===== src/rtl/forward_ctrl.sv =====
// -----------------------------------------------------------------------------
// forward_ctrl
//
// Forwarding and hazard controller that sits between decode and the operand
// register bank. It follows the destination tags of in-flight instructions
// through the EX, DM and WB stages. From those tags it drives the bank's
// operand-select muxes and its write-address tag. It also raises a one-cycle
// stall when a consumer needs a load result that does not exist yet.
//
// Parameters
//   REG_W     register address width (RA/RB/RW fields)
//   ZERO_REG  when 1, register 0 never matches a tag (never forwarded/stalled)
//
// Ports
//   clk          in   system clock, rising edge
//   rst          in   asynchronous, active-high reset
//   issue_valid  in   decode presents a valid instruction this cycle
//   RA, RB       in   source registers of the decoding instruction
//   use_A/use_B  in   instruction actually reads RA / RB
//   RW           in   destination register of the decoding instruction
//   wr_en        in   instruction writes RW
//   is_load      in   instruction is a load (result ready at end of DM)
//   mux_sel_A/B  out  operand select: 00 regfile, 01 ans_ex, 10 ans_dm, 11 ans_wb
//   stall        out  hold fetch/decode this cycle
//   RW_dm        out  destination tag currently in DM
//   wr_en_dm     out  DM-stage instruction writes a register
//   RW_wb        out  destination tag currently in WB
//   wr_en_wb     out  WB-stage instruction writes (regfile write enable)
// -----------------------------------------------------------------------------
module forward_ctrl #(
  parameter int REG_W    = 5,
  parameter bit ZERO_REG = 1'b1
) (
  input  logic             clk,
  input  logic             rst,
  input  logic             issue_valid,
  input  logic [REG_W-1:0] RA,
  input  logic [REG_W-1:0] RB,
  input  logic             use_A,
  input  logic             use_B,
  input  logic [REG_W-1:0] RW,
  input  logic             wr_en,
  input  logic             is_load,
  output logic [1:0]       mux_sel_A,
  output logic [1:0]       mux_sel_B,
  output logic             stall,
  output logic [REG_W-1:0] RW_dm,
  output logic             wr_en_dm,
  output logic [REG_W-1:0] RW_wb,
  output logic             wr_en_wb
);

  // Operand source codes, as seen by the register bank's operand muxes.
  typedef enum logic [1:0] {
    SEL_RF = 2'b00,
    SEL_EX = 2'b01,
    SEL_DM = 2'b10,
    SEL_WB = 2'b11
  } sel_e;

  // ---------------------------------------------------------------------------
  // Stage state
  // The load flag is kept only in EX. Once a load reaches DM its result is
  // forwardable from ans_dm, so later stages never need to know about it.
  // ---------------------------------------------------------------------------
  logic [REG_W-1:0] ex_tag_q, ex_tag_d;
  logic             ex_wen_q, ex_wen_d;
  logic             ex_ld_q,  ex_ld_d;
  logic [REG_W-1:0] dm_tag_q, dm_tag_d;
  logic             dm_wen_q, dm_wen_d;
  logic [REG_W-1:0] wb_tag_q, wb_tag_d;
  logic             wb_wen_q, wb_wen_d;

  sel_e sel_a, sel_b;
  logic stall_w;

  // A stage supplies register r when it writes r.
  // With ZERO_REG set, register 0 is hardwired and never matches.
  function automatic logic tag_match(input logic             wen,
                                     input logic [REG_W-1:0] tag,
                                     input logic [REG_W-1:0] r);
    return wen && (tag == r) && !(ZERO_REG && (r == '0));
  endfunction

  // Youngest producer wins. EX holds the most recent instruction, so it is
  // checked first. WB is checked last.
  function automatic sel_e pick_source(input logic             rd_en,
                                       input logic [REG_W-1:0] r);
    sel_e s;
    s = SEL_RF;
    if (rd_en) begin
      if (tag_match(ex_wen_q, ex_tag_q, r))      s = SEL_EX;
      else if (tag_match(dm_wen_q, dm_tag_q, r)) s = SEL_DM;
      else if (tag_match(wb_wen_q, wb_tag_q, r)) s = SEL_WB;
    end
    return s;
  endfunction

  // ---------------------------------------------------------------------------
  // Operand selects and load-use stall. This logic is combinational and acts
  // in the same cycle as decode.
  // A load in EX has no result yet, so a dependent consumer must wait one
  // cycle. On the next cycle the load sits in DM and the consumer takes
  // ans_dm. Loads in DM or WB therefore never stall.
  // ---------------------------------------------------------------------------
  always_comb begin
    sel_a   = pick_source(issue_valid && use_A, RA);
    sel_b   = pick_source(issue_valid && use_B, RB);
    stall_w = issue_valid && ex_ld_q &&
              ((use_A && tag_match(ex_wen_q, ex_tag_q, RA)) ||
               (use_B && tag_match(ex_wen_q, ex_tag_q, RB)));
  end

  // ---------------------------------------------------------------------------
  // Next-state logic
  // ---------------------------------------------------------------------------
  always_comb begin
    // NOTE: every _d gets a value before any condition, so no path can leave
    // one unassigned and infer a latch.
    ex_tag_d = RW;
    ex_wen_d = wr_en   && issue_valid;
    ex_ld_d  = is_load && issue_valid;
    dm_tag_d = ex_tag_q;
    dm_wen_d = ex_wen_q;
    wb_tag_d = dm_tag_q;
    wb_wen_d = dm_wen_q;

    // A stalled consumer is replayed next cycle, because decode holds its
    // inputs. Only a bubble enters EX now. The older stages keep draining.
    if (stall_w) begin
      ex_tag_d = '0;
      ex_wen_d = 1'b0;
      ex_ld_d  = 1'b0;
    end
  end

  // ---------------------------------------------------------------------------
  // Stage registers
  // The reset clears the stages asynchronously. Because every output is derived
  // from this state, the selects, the stall and the write enables all drop as
  // soon as rst rises, even in the middle of a stall.
  // ---------------------------------------------------------------------------
  always_ff @(posedge clk or posedge rst) begin
    if (rst) begin
      ex_tag_q <= '0;
      ex_wen_q <= 1'b0;
      ex_ld_q  <= 1'b0;
      dm_tag_q <= '0;
      dm_wen_q <= 1'b0;
      wb_tag_q <= '0;
      wb_wen_q <= 1'b0;
    end else begin
      // NOTE: non-blocking assignments make every stage sample the old value
      // of its predecessor, which is what makes this a shift pipeline.
      ex_tag_q <= ex_tag_d;
      ex_wen_q <= ex_wen_d;
      ex_ld_q  <= ex_ld_d;
      dm_tag_q <= dm_tag_d;
      dm_wen_q <= dm_wen_d;
      wb_tag_q <= wb_tag_d;
      wb_wen_q <= wb_wen_d;
    end
  end

  // ---------------------------------------------------------------------------
  // Outputs
  // ---------------------------------------------------------------------------
  assign mux_sel_A = sel_a;
  assign mux_sel_B = sel_b;
  assign stall     = stall_w;
  assign RW_dm     = dm_tag_q;
  assign wr_en_dm  = dm_wen_q;
  assign RW_wb     = wb_tag_q;
  assign wr_en_wb  = wb_wen_q;

endmodule


===== config.mk =====
export PLATFORM = sky130hd
export DESIGN_NAME = forward_ctrl
export DESIGN_NICKNAME = d
export VERILOG_FILES = /design/src/rtl/forward_ctrl.sv
export SDC_FILE = /design/constraint.sdc
export NUM_CORES = 1
export LEC_CHECK = 0
export ABC_AREA = 0
export BUFFER_PORTS_ARGS = -buffer_cell sky130_fd_sc_hd__buf_4
export CORE_MARGIN = 5
export CORE_UTILIZATION = 42
export CTS_BUF_LIST = sky130_fd_sc_hd__clkbuf_8
export CTS_CLUSTER_SIZE = 25
export DETAILED_ROUTE_END_ITERATION = 12
export PLACE_DENSITY = 0.82
export SYNTH_ARGS = -nofsm -noshare
export SYNTH_HDL_FRONTEND = slang
export SYNTH_SLANG_ARGS = --single-unit

===== constraint.sdc =====
create_clock -name clk -period 2.6 [get_ports clk]
set_input_delay 0.78 -clock clk [delete_from_list [all_inputs] [get_ports clk]]
set_output_delay 0.78 -clock clk [all_outputs]
set_load 0.02 [all_outputs]

==> results.cfg <==
[place]
port_buffers = 38
place_inst = 180
pre_cts_ws_ns = -0.320
place.gp.congestion = 0.757
hpwlAfterDp_mm = 2.16

[worst_setup_path]
start_kind = input port
r2r_start = dm_tag_d[2]
crit_arrival_ns = 2.12
cp_max_fo = 3
slowest_stage = or4_4
required_ns = 1.82
crit_start = RA[3]
timing.critical_path.mode_cell = buf_6
crit_path_end_kind = primary output
cpLargestDelayFamily = simple AND/OR/NAND/NOR gates
max_stage_delay_ns = 0.53
criticalPathCategory = input port to primary output
crit_buf_inv = 2
crit_path_cell_trace = buf_6, or4_4, nor2_4, nor4_4, nand2b_4, a21oi_4, buf_6

[hold_path]
hold_class = flop to flop
hold_start = dm_tag_d[4]

[timing]
period_share = 1.11
whs_ns = 0.441
fin_skew_ns = 0.00291
final-setup-viol-count = 5
setup_ws_ns = -0.299
slew_violations = 0
worst_pin_slew_ns = 0.692
maxSlewHeadroom = 0.538
fmax_ghz = 0.345
finalHoldViolCount = 0
min_period_ns = 2.90
rsz0062_at_grt = true
setup_tns_ns = -1.37

[die]
die_width_um = 59.7
dieArea_sq_um = 3560
io_pins = 39
die_h_um = 59.7
start_util = 0.430
core_area_sq_um = 2410
num_rows = 18

[pwr]
power.density_nw_per_um2 = 423
ir_drop_v = 0.000422
leakage_nw = 0.680

[logic_synthesis]
synth_top_area_cell = dfrtp_1
netlist_top_cells_area = dfrtp_1, xnor2_1, xor2_1, nand2_1, and2_1
ys.flop_type = dfrtp_1
postSynth.asyncResetShare = 1.00
ys_seq_elements = 19
yosysWarnings = 0
synth_top_cell_area_share = 0.459
ys_seq_area_frac = 0.459
synth_area_sq_um = 1040
synth.distinct_cells = 23
synth_cells = 101
avgSynthCellArea_sq_um = 10.3
synth_edf_count = 0
syn_nets = 123

[run]
maxCapViolations = 0

[route]
ant_nets = 0
vias = 931
firstDrtPassIters = 4
wire_per_inst_um = 15.2
met3_length_um = 153
dr_wl_met2_mm = 1.55
avgViaCountPerCell = 5.06
wirelength_mm = 2.79
drc_errors = 0
drtIter0Drc = 37
m1WireLength_mm = 1.05
highest_layer = met4

[grt]
grt_max_degree = 20
track_usage = 0.173
grt_pass1_wl_mm = 4.49
grt_overflow = 0
antenna_found_initial = 0
first_global_vias = 978

[clocking]
cts_htree_levels = 1
path_clk_slew_ns = 0.07
cts_tree = built
clock_path_buffers = 2
clock-sinks = 19
cts-hold-fix-buffers = 0
root_buffer = clkbuf_8
clk_latency_ns = 0.26
cts_buffers = 3

[status]
violations = negative setup slack
status = finished, violations left

[final_layout]
antenna_cells = 0
fin_nets = 177
area_delta_synth_final_pct = 58.3
fillers = 169
drive_above_1_share = 0.487
fin_cells = 184
-- routing by layer --
| metal | vias up | track usage |
|---|---|---|
| met5 | - | 0 |
| met1 | 446 | 0.210 |
| li1 | 451 | - |
| met3 | 4 | 0.0432 |
| met2 | 30 | 0.289 |
| met4 | 0 | 0.0791 |
-- cells by family after synthesis --
group,after synthesis,synth area share
AO/OA/AOI/OAI,6,0.0483
buffers and inverters,2,0.00725
AND/OR/NAND/NOR,47,0.257
flip-flops,19,0.459
XOR/XNOR,27,0.228
-- registers in the layout (all words and copies together), names as in the netlist --
| register | flops |
|---|---|
| RW_dm | 5 |
| RW_wb | 5 |
| dm_tag_d | 5 |
| dm_wen_d | 1 |
| ex_ld_q | 1 |
| wr_en_dm | 1 |
| wr_en_wb | 1 |
-- path summary, 6_finish.rpt --
path                                endpoint  slack [ns]  depth (start not counted)
worst max-delay path            mux_sel_A[0]       -0.30                          7
worst min-delay path                RW_dm[4]        0.44                          0
worst max register to register   dm_tag_d[0]        0.93                          6
worst min register to register      RW_dm[4]        0.44                          0
max in group asynchronous           RW_wb[4]        1.53                          2
min in group asynchronous        dm_tag_d[2]        0.63                          2
-- final cells by class --
class	count	area, sq um	area share
Multi-Input combinational cell	80	672	0.410
Sequential cell	19	475	0.290
Timing Repair Buffer	49	402	0.245
Clock buffer	3	41.3	0.0252
Tap cell	30	37.5	0.0229
Inverter	2	7.51	0.00458
Clock inverter	1	5.00	0.00305
-- layout by cell type, fill, tap and decap left out, types with 3 or more instances in the layout --
cell type and instances:
xor2_1 6, nor4_4 3, clkbuf_8 3, nand3_1 3
xnor2_1 21, buf_4 40, buf_6 9, nor2_1 4
nand2_1 12, and2_1 7, dfrtp_1 19, nand4_1 3
-- power breakdown --
group / switching (mW) / internal (mW) / total, mW
clock: 0.0984 / 0.107 / 0.205
sequential: 0.0198 / 0.311 / 0.331
combinational: 0.0770 / 0.0809 / 0.158
total: 0.195 / 0.498 / 0.694
-- per-stage QoR --
stage | util | area (sq um) | total power, mW
6_report | 0.681 | 1640 | 0.694
2_1_floorplan | - | 1100 | 0.407
3_3_place_gp | 0.625 | 1510 | 0.479
3_5_place_dp | 0.625 | 1510 | 0.483
5_1_grt | 0.681 | 1640 | 0.724
4_1_cts | 0.675 | 1630 | 0.695
-- what timing repair did --
item	in CTS	in global routing
pin swaps	8	1
gates resized for setup	15	3
buffers inserted	0	0
endpoints found under the setup margin	5	5
-- synthesized netlist by cell type (3+ instances only) --
cell type,number
xor2_1,6
nand4_1,3
xnor2_1,21
nor2_1,6
and2_1,7
nor4_1,3
nand2_1,13
nand3_1,3
dfrtp_1,19
Note: power is estimated with default switching activity, not from simulation.
